--- config.mk ---
export PLATFORM = sky130hd
export DESIGN_NAME = id_scoreboard_flat
export DESIGN_NICKNAME = d
export VERILOG_FILES = /design/src/rtl/id_scoreboard_pkg.sv /design/src/rtl/id_sb_if.sv /design/src/rtl/id_sb_entry.sv /design/src/rtl/id_scoreboard.sv /design/src/flat_wrapper.sv
export SDC_FILE = /design/constraint.sdc
export NUM_CORES = 1
export LEC_CHECK = 0
export ABC_AREA = 1
export CAP_MARGIN = 5
export CORE_ASPECT_RATIO = 0.75
export CORE_UTILIZATION = 30
export CTS_CLUSTER_DIAMETER = 200
export CTS_CLUSTER_SIZE = 30
export DETAILED_ROUTE_END_ITERATION = 16
export GPL_ROUTABILITY_DRIVEN = 0
export GPL_TIMING_DRIVEN = 0
export PLACE_DENSITY = 0.57
export RECOVER_POWER = 50
export SKIP_CTS_REPAIR_TIMING = 1
export SLEW_MARGIN = 20
export SYNTH_ARGS = -nofsm -noshare
export SYNTH_HDL_FRONTEND = slang
export SYNTH_SLANG_ARGS = --single-unit
--- constraint.sdc ---
create_clock -name clk -period 5.5 [get_ports clk]
set_clock_uncertainty 0.1 [all_clocks]
set_input_delay 0.55 -clock clk [delete_from_list [all_inputs] [get_ports clk]]
set_output_delay 0.55 -clock clk [all_outputs]
set_load 0.03 [all_outputs]
--- src/rtl/id_scoreboard_pkg.sv ---
// Shared constants and helpers for the ID-stage register scoreboard.
// The register address width and variable-latency code fall back to
// their ncpu64k defaults when no configuration header has set them.
`ifndef NCPU_REG_AW
`define NCPU_REG_AW 5
`endif
`ifndef SB_LAT_VAR
`define SB_LAT_VAR 0
`endif

package id_scoreboard_pkg;

  localparam int unsigned REG_AW   = `NCPU_REG_AW;
  localparam int unsigned NREG     = 1 << REG_AW;
  localparam int unsigned SB_LAT_VAR_C = `SB_LAT_VAR;

  localparam int unsigned DEF_P_ISSUE_WIDTH = 1;
  localparam int unsigned DEF_WB_PORTS      = 2;
  localparam int unsigned DEF_LAT_W         = 3;

  // Count of set bits; the grant vector is a prefix mask, so this is the issue count
  function automatic int unsigned clo_popcnt(input logic [31:0] v);
    int unsigned n;
    n = 0;
    for (int k = 0; k < 32; k++) n += 32'(v[k]);
    return n;
  endfunction

endpackage

--- src/rtl/id_sb_if.sv ---
// Decoder/writeback-side bundle for the scoreboard: issue window, flush/stall,
// writeback releases and the grant/busy results.
interface id_sb_if #(
  parameter int unsigned P_ISSUE_WIDTH = 1,
  parameter int unsigned WB_PORTS      = 2,
  parameter int unsigned LAT_W         = 3
);
  import id_scoreboard_pkg::*;

  localparam int unsigned IW = 1 << P_ISSUE_WIDTH;

  logic                       flush;
  logic                       stall;
  logic [IW-1:0]              req_valid;
  logic [IW-1:0]              req_rs1_re;
  logic [IW-1:0]              req_rs2_re;
  logic [IW*REG_AW-1:0]       req_rs1_addr;
  logic [IW*REG_AW-1:0]       req_rs2_addr;
  logic [IW-1:0]              req_rd_we;
  logic [IW*REG_AW-1:0]       req_rd_addr;
  logic [IW*LAT_W-1:0]        req_rd_lat;
  logic [WB_PORTS-1:0]        wb_valid;
  logic [WB_PORTS*REG_AW-1:0] wb_addr;
  logic [IW-1:0]              issue_grant;
  logic [P_ISSUE_WIDTH:0]     issue_cnt;
  logic [NREG-1:0]            sb_busy;

  modport master (
    output flush, stall, req_valid, req_rs1_re, req_rs2_re, req_rs1_addr,
           req_rs2_addr, req_rd_we, req_rd_addr, req_rd_lat, wb_valid, wb_addr,
    input  issue_grant, issue_cnt, sb_busy
  );

  modport slave (
    input  flush, stall, req_valid, req_rs1_re, req_rs2_re, req_rs1_addr,
           req_rs2_addr, req_rd_we, req_rd_addr, req_rd_lat, wb_valid, wb_addr,
    output issue_grant, issue_cnt, sb_busy
  );
endinterface

--- src/rtl/id_sb_entry.sv ---
// One scoreboard entry: busy/var/countdown state for a single register.
module id_sb_entry
  import id_scoreboard_pkg::*;
#(
  parameter int unsigned LAT_W = DEF_LAT_W
) (
  input  logic             clk,
  input  logic             rst,
  input  logic             flush_i,
  input  logic             set_i,
  input  logic [LAT_W-1:0] set_lat_i,
  input  logic             rel_i,
  output logic             busy_o
);

  logic             busy_q, busy_d;
  logic             var_q, var_d;
  logic [LAT_W-1:0] cnt_q, cnt_d;

  // Next state: a new set overrides any release; variable owners ignore flush
  always_comb begin
    busy_d = busy_q;
    var_d  = var_q;
    cnt_d  = cnt_q;
    if (set_i) begin
      if (set_lat_i == LAT_W'(SB_LAT_VAR_C)) begin
        busy_d = 1'b1;
        var_d  = 1'b1;
        cnt_d  = '0;
      end else begin
        busy_d = (set_lat_i > LAT_W'(1));
        var_d  = 1'b0;
        cnt_d  = set_lat_i - LAT_W'(1);
      end
    end else if (var_q && busy_q) begin
      if (rel_i) begin
        busy_d = 1'b0;
        var_d  = 1'b0;
      end
    end else if (flush_i) begin
      busy_d = 1'b0;
      cnt_d  = '0;
    end else if (busy_q) begin
      if (cnt_q <= LAT_W'(1)) begin
        busy_d = 1'b0;
        cnt_d  = '0;
      end else begin
        cnt_d  = cnt_q - LAT_W'(1);
      end
    end
  end

  // Entry state register
  always_ff @(posedge clk) begin
    if (rst) begin
      busy_q <= 1'b0;
      var_q  <= 1'b0;
      cnt_q  <= '0;
    end else begin
      busy_q <= busy_d;
      var_q  <= var_d;
      cnt_q  <= cnt_d;
    end
  end

  assign busy_o = busy_q;

endmodule

--- src/rtl/id_scoreboard.sv ---
// ID-stage register scoreboard and in-order prefix issue grant.
// Optional: define NCPU_SB_PERF_EN to add perf_sb_stall_cnt, a 32-bit count
// of cycles where slot 0 was ready to go but held by a hazard.
module id_scoreboard
  import id_scoreboard_pkg::*;
#(
  parameter int unsigned CONFIG_P_ISSUE_WIDTH = DEF_P_ISSUE_WIDTH,
  parameter int unsigned CONFIG_WB_PORTS      = DEF_WB_PORTS,
  parameter int unsigned CONFIG_LAT_W         = DEF_LAT_W
) (
  input  logic        clk,
  input  logic        rst,
  id_sb_if.slave      sb
`ifdef NCPU_SB_PERF_EN
  ,
  output logic [31:0] perf_sb_stall_cnt
`endif
);

  localparam int unsigned IW    = 1 << CONFIG_P_ISSUE_WIDTH;
  localparam int unsigned WBP   = CONFIG_WB_PORTS;
  localparam int unsigned LW    = CONFIG_LAT_W;
  localparam int unsigned CNT_W = CONFIG_P_ISSUE_WIDTH + 1;

  logic [NREG-1:0]   busy;
  logic [IW-1:0]     hazard;
  logic [IW-1:0]     grant;
  logic [REG_AW-1:0] rs1 [IW];
  logic [REG_AW-1:0] rs2 [IW];
  logic [REG_AW-1:0] rd  [IW];
  logic [LW-1:0]     lat [IW];
  logic [NREG-1:1]   set_vec;
  logic [NREG-1:1]   rel_vec;
  logic [LW-1:0]     set_lat [1:NREG-1];

  // Unpack the flat slot fields
  always_comb begin
    for (int i = 0; i < IW; i++) begin
      rs1[i] = sb.req_rs1_addr[i*REG_AW +: REG_AW];
      rs2[i] = sb.req_rs2_addr[i*REG_AW +: REG_AW];
      rd[i]  = sb.req_rd_addr[i*REG_AW +: REG_AW];
      lat[i] = sb.req_rd_lat[i*LW +: LW];
    end
  end

  // RAW/WAW hazards against the scoreboard and older slots in the window
  always_comb begin
    hazard = '0;
    for (int i = 0; i < IW; i++) begin
      if ((sb.req_rs1_re[i] && busy[rs1[i]]) ||
          (sb.req_rs2_re[i] && busy[rs2[i]]) ||
          (sb.req_rd_we[i]  && busy[rd[i]]))
        hazard[i] = 1'b1;
      for (int j = 0; j < i; j++) begin
        if (sb.req_rd_we[j] && (rd[j] != '0) &&
            ((sb.req_rs1_re[i] && (rs1[i] == rd[j])) ||
             (sb.req_rs2_re[i] && (rs2[i] == rd[j])) ||
             (sb.req_rd_we[i]  && (rd[i]  == rd[j]))))
          hazard[i] = 1'b1;
      end
    end
  end

  // In-order prefix grant
  always_comb begin
    grant    = '0;
    grant[0] = sb.req_valid[0] & ~hazard[0] & ~sb.stall & ~sb.flush;
    for (int i = 1; i < IW; i++)
      grant[i] = grant[i-1] & sb.req_valid[i] & ~hazard[i];
  end

  // Per-register set (from granted writers) and release (from writeback ports)
  always_comb begin
    set_vec = '0;
    rel_vec = '0;
    for (int r = 1; r < NREG; r++) begin
      set_lat[r] = '0;
      for (int i = 0; i < IW; i++) begin
        if (grant[i] && sb.req_rd_we[i] && (rd[i] == REG_AW'(r))) begin
          set_vec[r] = 1'b1;
          set_lat[r] = lat[i];
        end
      end
      for (int p = 0; p < WBP; p++) begin
        if (sb.wb_valid[p] && (sb.wb_addr[p*REG_AW +: REG_AW] == REG_AW'(r)))
          rel_vec[r] = 1'b1;
      end
    end
  end

  assign busy[0] = 1'b0;

  for (genvar r = 1; r < NREG; r++) begin : g_entry
    id_sb_entry #(.LAT_W(LW)) u_entry (
      .clk       (clk),
      .rst       (rst),
      .flush_i   (sb.flush),
      .set_i     (set_vec[r]),
      .set_lat_i (set_lat[r]),
      .rel_i     (rel_vec[r]),
      .busy_o    (busy[r])
    );
  end

  assign sb.issue_grant = grant;
  assign sb.issue_cnt   = CNT_W'(clo_popcnt(32'(grant)));
  assign sb.sb_busy     = busy;

`ifdef NCPU_SB_PERF_EN
  logic [31:0] perf_cnt_q, perf_cnt_d;

  // Count hazard-blocked cycles of the oldest slot
  always_comb begin
    perf_cnt_d = perf_cnt_q;
    if (sb.req_valid[0] && !sb.stall && !sb.flush && hazard[0])
      perf_cnt_d = perf_cnt_q + 32'd1;
  end

  // Perf counter register
  always_ff @(posedge clk) begin
    if (rst) perf_cnt_q <= '0;
    else     perf_cnt_q <= perf_cnt_d;
  end

  assign perf_sb_stall_cnt = perf_cnt_q;
`endif

endmodule

--- src/flat_wrapper.sv ---
// flat-port wrapper written by rule: the top's interface ports become plain ports
module id_scoreboard_flat import id_scoreboard_pkg::*;
#(
  parameter int unsigned CONFIG_P_ISSUE_WIDTH = DEF_P_ISSUE_WIDTH,
  parameter int unsigned CONFIG_WB_PORTS      = DEF_WB_PORTS,
  parameter int unsigned CONFIG_LAT_W         = DEF_LAT_W
)
  (clk, rst, sb_flush, sb_stall, sb_req_valid, sb_req_rs1_re, sb_req_rs2_re, sb_req_rs1_addr, sb_req_rs2_addr, sb_req_rd_we, sb_req_rd_addr, sb_req_rd_lat, sb_wb_valid, sb_wb_addr, sb_issue_grant, sb_issue_cnt, sb_sb_busy);
  id_sb_if #(.P_ISSUE_WIDTH((1)), .WB_PORTS((2)), .LAT_W((3))) sb_i ();
  input  logic clk;
  input  logic rst;
  input wire logic [$bits(sb_i.flush)-1:0] sb_flush;
  input wire logic [$bits(sb_i.stall)-1:0] sb_stall;
  input wire logic [$bits(sb_i.req_valid)-1:0] sb_req_valid;
  input wire logic [$bits(sb_i.req_rs1_re)-1:0] sb_req_rs1_re;
  input wire logic [$bits(sb_i.req_rs2_re)-1:0] sb_req_rs2_re;
  input wire logic [$bits(sb_i.req_rs1_addr)-1:0] sb_req_rs1_addr;
  input wire logic [$bits(sb_i.req_rs2_addr)-1:0] sb_req_rs2_addr;
  input wire logic [$bits(sb_i.req_rd_we)-1:0] sb_req_rd_we;
  input wire logic [$bits(sb_i.req_rd_addr)-1:0] sb_req_rd_addr;
  input wire logic [$bits(sb_i.req_rd_lat)-1:0] sb_req_rd_lat;
  input wire logic [$bits(sb_i.wb_valid)-1:0] sb_wb_valid;
  input wire logic [$bits(sb_i.wb_addr)-1:0] sb_wb_addr;
  output wire logic [$bits(sb_i.issue_grant)-1:0] sb_issue_grant;
  output wire logic [$bits(sb_i.issue_cnt)-1:0] sb_issue_cnt;
  output wire logic [$bits(sb_i.sb_busy)-1:0] sb_sb_busy;
  assign sb_i.flush = sb_flush;
  assign sb_i.stall = sb_stall;
  assign sb_i.req_valid = sb_req_valid;
  assign sb_i.req_rs1_re = sb_req_rs1_re;
  assign sb_i.req_rs2_re = sb_req_rs2_re;
  assign sb_i.req_rs1_addr = sb_req_rs1_addr;
  assign sb_i.req_rs2_addr = sb_req_rs2_addr;
  assign sb_i.req_rd_we = sb_req_rd_we;
  assign sb_i.req_rd_addr = sb_req_rd_addr;
  assign sb_i.req_rd_lat = sb_req_rd_lat;
  assign sb_i.wb_valid = sb_wb_valid;
  assign sb_i.wb_addr = sb_wb_addr;
  assign sb_issue_grant = sb_i.issue_grant;
  assign sb_issue_cnt = sb_i.issue_cnt;
  assign sb_sb_busy = sb_i.sb_busy;
  id_scoreboard #(.CONFIG_P_ISSUE_WIDTH(CONFIG_P_ISSUE_WIDTH), .CONFIG_WB_PORTS(CONFIG_WB_PORTS), .CONFIG_LAT_W(CONFIG_LAT_W)) u_core (.clk(clk), .rst(rst), .sb(sb_i));
endmodule
==> results of run 1 <==
==> final cells by class <==
type                    instances  area share (%)
multi-input cells            2202            59.2
flip-flops and latches        155            17.1
inverters                     317            6.57
well taps                     703            4.86
repair buffers                 81            4.48
plain buffers                 154            4.47
clock buffers                  18            2.37
clock inverters                14           0.850
diodes                          2          0.0276
==> metrics by stage <==
step | hold slack, ns | util (%) | setup WS [ns] | area (um2)
after CTS | 0.384 | 34.9 | 0.795 | 18100
after global placement | 0.378 | 33.8 | 0.766 | 17500
final | 0.385 | 34.9 | 0.422 | 18100
after floorplan | 0.357 | - | 2.44 | 15800
after global routing | 0.399 | 34.9 | 0.381 | 18100
after detailed placement | 0.376 | 33.8 | 0.819 | 17500
==> registers in the layout, indices dropped and copies added, names as in the netlist <==
signal	count
u_core.g_entry.u_entry.var_q	31
u_core.g_entry.u_entry.cnt_q	93
u_core.g_entry.u_entry.busy_o	31
==> worst paths after layout <==
check                                                  startpoint                                to  slack [ns]  cells after the start
worst max-delay path                            sb_req_rd_addr[1]                   sb_issue_cnt[0]        0.42                     14
worst min-delay path             u_core.g_entry[28].u_entry.var_q  u_core.g_entry[28].u_entry.var_q        0.39                      2
worst max register to register  u_core.g_entry[25].u_entry.busy_o  u_core.g_entry[4].u_entry.busy_o        1.17                     15
worst min register to register   u_core.g_entry[28].u_entry.var_q  u_core.g_entry[28].u_entry.var_q        0.39                      2
==> synth_stat cells (22+ instances only) <==
cell	instances
o21ai_0	276
ha_1	53
nor3_1	109
o211ai_1	27
buf_4	41
nand2_1	627
xnor2_1	25
o21ai_1	47
nor2_1	419
a22o_1	22
o22ai_1	29
buf_2	23
clkbuf_1	79
nand4_1	65
a21oi_1	195
inv_1	293
nand3_1	259
dfxtp_1	155
==> cell families after synthesis <==
family / Yosys count / synth area share (%)
and+or+nand+nor: 1508 / 41.2
AOI/OAI and AO/OA: 608 / 20.6
buffers and inverters: 471 / 12.6
DFF: 155 / 19.6
adders and majority gates: 53 / 4.18
xor gates and xnor gates: 32 / 1.77
other: 1 / 0.0237
==> metal layers <==
| metal | share of wire [%] | vias to the layer above |
|---|---|---|
| met5 | 0.016 | - |
| met4 | 3.6 | 2 |
| met3 | 13 | 162 |
| met2 | 38 | 1198 |
| met1 | 45 | 9139 |
| li1 | - | 9562 |
==> worst max-delay path, stage by stage <==
cell	delay, ns
clkdlybuf4s50_1	0.52
buf_4	0.24
nor2_2	0.31
nand2_1	0.28
o21ai_0	0.23
inv_1	0.06
a21oi_1	0.26
nand2_1	0.15
inv_1	0.07
nand2_1	0.05
nor2_1	0.54
buf_4	0.32
ha_1	0.25
clkdlybuf4s50_1	0.59
==> power groups by stage <==
stage	Combinational, mW	Sequential [mW]	Clock (mW)
CTS	0.699	1.20	1.26
detailed placement	0.696	1.23	0
global placement	0.697	1.23	0
finish	0.723	1.20	1.26
floorplan	0.458	1.22	0
global route	0.788	1.21	1.31
==> impl_metrics.tcl, run 1 <==
set metrics [dict create \
    grt_util_met3_pct 7.19 \
    grt.overflow.total 0 \
    grt.met1_usage_pct 40.4 \
    clk_pin_slew_ns 0.07 \
    cts_max_level 4 \
    vdd_drop_max_mv 0.195 \
    internal_power_mw 2.03 \
    clock_path_buffers 2 \
    ys_ff_latch 155 \
    synth_edf_count 0 \
    synth.distinct_cells 40 \
    synth_fp_nets 2941 \
    clkLatencyLatePin_ns 0.48 \
    vias 20100 \
    port-buffer-count 80 \
    slew_headroom_pct 16.9 \
    yosys_warnings 0 \
    hold_violations 0 \
    gr-usage-met2_pct 35.4 \
    drc 0 \
    power_per_cell_area_nw_per_um2 176 \
    timing.fmax_ghz 0.197 \
    synth_top_area_cell "dfxtp_1" \
    most-common-layout-cells "629 x nand2_1, 421 x nor2_1, 298 x inv_1" \
    grt_pass1_wl_um 107000 \
    die_h_um 201 \
    cts_buffers 17 \
    yosys-top-cells-area "dfxtp_1 20%, nand2_1 15%, nor2_1 9.9%" \
    seq_area_frac_synth_pct 19.6 \
    busiest_layer "met1" \
    core_area_um2 51900 \
    critical_path_required_ns 4.85 \
    drive_gt1_share_pct 4.79 \
    rsz0062_at_grt "no" \
    row_count 72 \
    swShare_pct 36.2 \
    outcome "complete, no violations" \
    wirelength_um 73300 \
    wl_per_cell_um 20.1 \
    clock_power_share_pct 39.5 \
    crit_arrival_ns 4.43 \
    p_comb_share_pct 22.7 \
    setup_viol_count_final 0 \
    syn_to_final_growth_pct 14.3 \
    cts_tree "built" \
    hp-class "flip-flop to flip-flop" \
    ant_nets 0 \
    avgSynthCellArea_um2 5.60 \
    synth_flop_cell "dfxtp_1" \
    grt_pass1_vias 17100 \
    finalCritPeriodShare_pct 92.3 \
    power.net_switching_mw 1.15 \
    first_pass_iters 6 \
    io_pins 96 \
    period_needed_ns 5.08 \
    grt_max_degree 17 \
    antenna_found_initial 2 \
    tns_ns 0 \
    ff_latch_area_um2 3100 \
    power_frac_seq_pct 37.8 \
    power.leakage_nw 7.83 \
    layout.nets 3041 \
    die_area_um2 53800 \
    avgViaCountPerCell 5.50 \
    worst_pin_slew_ns 1.25 \
    mostFrequentLayoutCell "nand2_1" \
    fillerInstances 5840 \
    multi_input_area_um2 10700 \
    dieWidth_um 267 \
    placed_cells 3611 \
    synth_area_um2 15800 \
    async_reset_ff_share_pct 0 \
    synth_top_area_share_pct 19.6 \
    dp_hpwl_um 55400 \
    instances_no_fill 3646 \
    crit_fanout 11 \
    drt_iter0_drc 2840 \
    clock-sinks 155 \
    maxCapViolations 0 \
    worstSetupEndpointType "output pin" \
    grt_usage_pct 26.8 \
    synthCells 2828 \
    final_max_slew_viol_count 0 \
    p_total_mw 3.18 \
    cts-root-buf "clkbuf_16" \
    initial_utilization_pct 30.5 \
    worstSetupStartpointType "input pin" \
    worstSetupPathType "input pin to output pin" \
]
Power figures use the tool's default switching activity.
==> inputs of run 2 (changes only) <==
--- a/config.mk
+++ b/config.mk
@@ -7,7 +7,7 @@
 export LEC_CHECK = 0
 export ABC_AREA = 1
 export CAP_MARGIN = 5
-export CORE_ASPECT_RATIO = 0.75
+export CORE_ASPECT_RATIO = 0.8
 export CORE_UTILIZATION = 30
 export CTS_CLUSTER_DIAMETER = 200
 export CTS_CLUSTER_SIZE = 30
==> run 2 against run 1 <==
  * Sequential share of layout area rose by 0.055 points
  * Largest cell class unchanged
  * Via count decreased by 0.44%
  * Core utilization grew 0.10 points
  * Sequential power about the same
  * Maximum frequency rose by 5.3%
  * Largest power group unchanged
  * Combinational power about the same
  * Sequential cell count stayed put
  * Setup slack better by 0.25 ns
  * Worst hold slack worse by 0.011 ns
==> impl_metrics.tcl, run 2 (same netlist as run 1, synthesis figures left out) <==
set metrics [dict create \
    outcome "complete, no violations" \
    crit_arrival_ns 4.17 \
    power_per_cell_area_nw_per_um2 174 \
    grt_pass1_vias 17100 \
    worst_pin_slew_ns 1.32 \
    timing.fmax_ghz 0.207 \
    min_to "u_core.g_entry[21].u_entry.cnt_q[1]" \
    min_from "rst" \
    r2r-start "u_core.g_entry[25].u_entry.busy_o" \
    core_area_um2 51600 \
    ff2ff_setup_slack_ns 1.11 \
    crit_top_cell "nand3_1" \
    power.leakage_nw 7.81 \
    initial_utilization_pct 30.7 \
    dieWidth_um 259 \
    dp_hpwl_um 54800 \
    fillerInstances 5761 \
    largest_reg_flops 93 \
    rr_worst_depth 15 \
    worstSetupPathType "flip-flop to output pin" \
    grt_max_degree 17 \
    maxCapViolations 0 \
    swShare_pct 35.6 \
    cp-startpoint "u_core.g_entry[25].u_entry.busy_o" \
    ant_nets 0 \
    crit_buf_inv 3 \
    die_h_um 208 \
    worstPathCellList "inv_1 -> nand2_1 -> nand3_1 -> nand3_1 -> nand3_1 -> nand3_1 -> nand3_1 -> nand3_2 -> nor2_1 -> buf_2 -> ha_1 -> clkdlybuf4s50_1" \
    drt_iter0_drc 2654 \
    cp_top_family "buffers and inverters" \
    hp-class "input pin to flip-flop" \
    clk_pin_slew_ns 0.08 \
    instances_no_fill 3625 \
    row_count 74 \
    worstSetupStartpointType "flip-flop" \
    crit_fanout 11 \
    grt_usage_pct 26.3 \
    first_pass_iters 7 \
    layout.nets 3041 \
    slew_headroom_pct 12.3 \
    p_comb_share_pct 23.0 \
    tns_ns 0 \
    power.net_switching_mw 1.11 \
    min_path_cells 2 \
    clkLatencyLatePin_ns 0.49 \
    io_pins 96 \
    grt_pass1_wl_um 106000 \
    fin_hold_ws_ns 0.375 \
    r2r-end "u_core.g_entry[20].u_entry.busy_o" \
    die_area_um2 53800 \
    vdd_drop_max_mv 0.207 \
    wl_per_cell_um 19.9 \
    wirelength_um 72300 \
    clock_path_buffers 2 \
    max_stage_delay_ns 0.59 \
    diodes 0 \
    cts_max_level 4 \
    vias 20000 \
    grt.overflow.total 0 \
    placed_cells 3592 \
    critical_path_required_ns 4.85 \
    most-common-layout-cells "628 x nand2_1, 420 x nor2_1, 298 x inv_1" \
    antenna_found_initial 2 \
    cts-root-buf "clkbuf_16" \
    power_frac_seq_pct 38.4 \
    rsz0062_at_grt "no" \
    worstSetupEndpointType "output pin" \
    design_area_um2 18100 \
    final_max_slew_viol_count 0 \
    top_register "u_core.g_entry.u_entry.cnt_q" \
    clock_power_share_pct 38.6 \
    period_needed_ns 4.82 \
    clock-sinks 155 \
    avgViaCountPerCell 5.51 \
    mostFrequentLayoutCell "nand2_1" \
    cts_tree "built" \
    setup_viol_count_final 0 \
    port-buffer-count 80 \
    cp_slowest_cell "clkdlybuf4s50_1" \
    syn_to_final_growth_pct 13.9 \
    cts_buffers 17 \
    drc 0 \
    fin_ws_ns 0.675 \
    internal_power_mw 2.02 \
    hold_violations 0 \
    dp_slack_ns 0.859 \
    place_area_um2 17500 \
    finalCritPeriodShare_pct 87.7 \
    drive_gt1_share_pct 4.73 \
]
-- run 2: changes by cell type in the layout (fill, tap and decap cells not counted), moves of 2 or more --
cell / change
o21ai_0: +5
clkinv_4: -3
clkinv_2: +4
diode_2: -2
clkbuf_1: +4
o21ai_1: -5
clkbuf_2: -2
-- run 2: area by class of cell --
class | count | area (um2) | share of cell area [%]
repair buffers | 81 | 816 | 4.52
multi-input cells | 2202 | 10700 | 59.5
flip-flops and latches | 155 | 3100 | 17.2
clock inverters | 12 | 111 | 0.617
plain buffers | 154 | 807 | 4.47
inverters | 317 | 1190 | 6.59
clock buffers | 20 | 437 | 2.42
well taps | 684 | 856 | 4.74
-- run 2: layer usage --
layer	part of all wire, %	global-route usage (%)
met1	45	38.8
met2	38	35.5
met3	13	7.50
met4	3.7	9.00
met5	0	0
-- run 2: worst max-delay path by stage --
stage                       to  slack (ns)  cells past startpoint
2_1_floorplan  sb_issue_cnt[0]        2.44                     17
3_3_place_gp   sb_issue_cnt[0]        0.76                     14
3_5_place_dp   sb_issue_cnt[0]        0.86                     14
4_1_cts        sb_issue_cnt[0]        0.86                     14
5_1_grt        sb_issue_cnt[0]        0.59                     16
6_report       sb_issue_cnt[0]        0.68                     12
-- run 2: power by group through the flow --
| stage | Clock [mW] | Sequential [mW] | Combinational (mW) |
|---|---|---|---|
| floorplan | 0 | 1.22 | 0.458 |
| global placement | 0 | 1.23 | 0.696 |
| detailed placement | 0 | 1.23 | 0.695 |
| CTS | 1.22 | 1.20 | 0.698 |
| global route | 1.26 | 1.21 | 0.785 |
| finish | 1.21 | 1.20 | 0.721 |
-- run 2: stage by stage --
step	util [%]	power [mW]
detailed placement	33.9	1.92
global route	35.0	3.25
floorplan	-	1.68
finish	35.0	3.13
global placement	33.9	1.93
CTS	35.0	3.12
-- run 2: worst register-to-register path: stages, from the launching register on --
cell      delay, ns
dfxtp_1        0.48
inv_1          0.59
nand2_1        0.11
nand3_1        0.12
nand3_1        0.08
nand3_1        0.09
nand3_1        0.07
nand3_1        0.18
nand3_2        0.08
nor2_1         0.56
clkbuf_1       0.42
nand4_1        0.41
o21ai_0        0.57
nand2_1        0.20
nor2_1         0.14
nor2_1         0.04
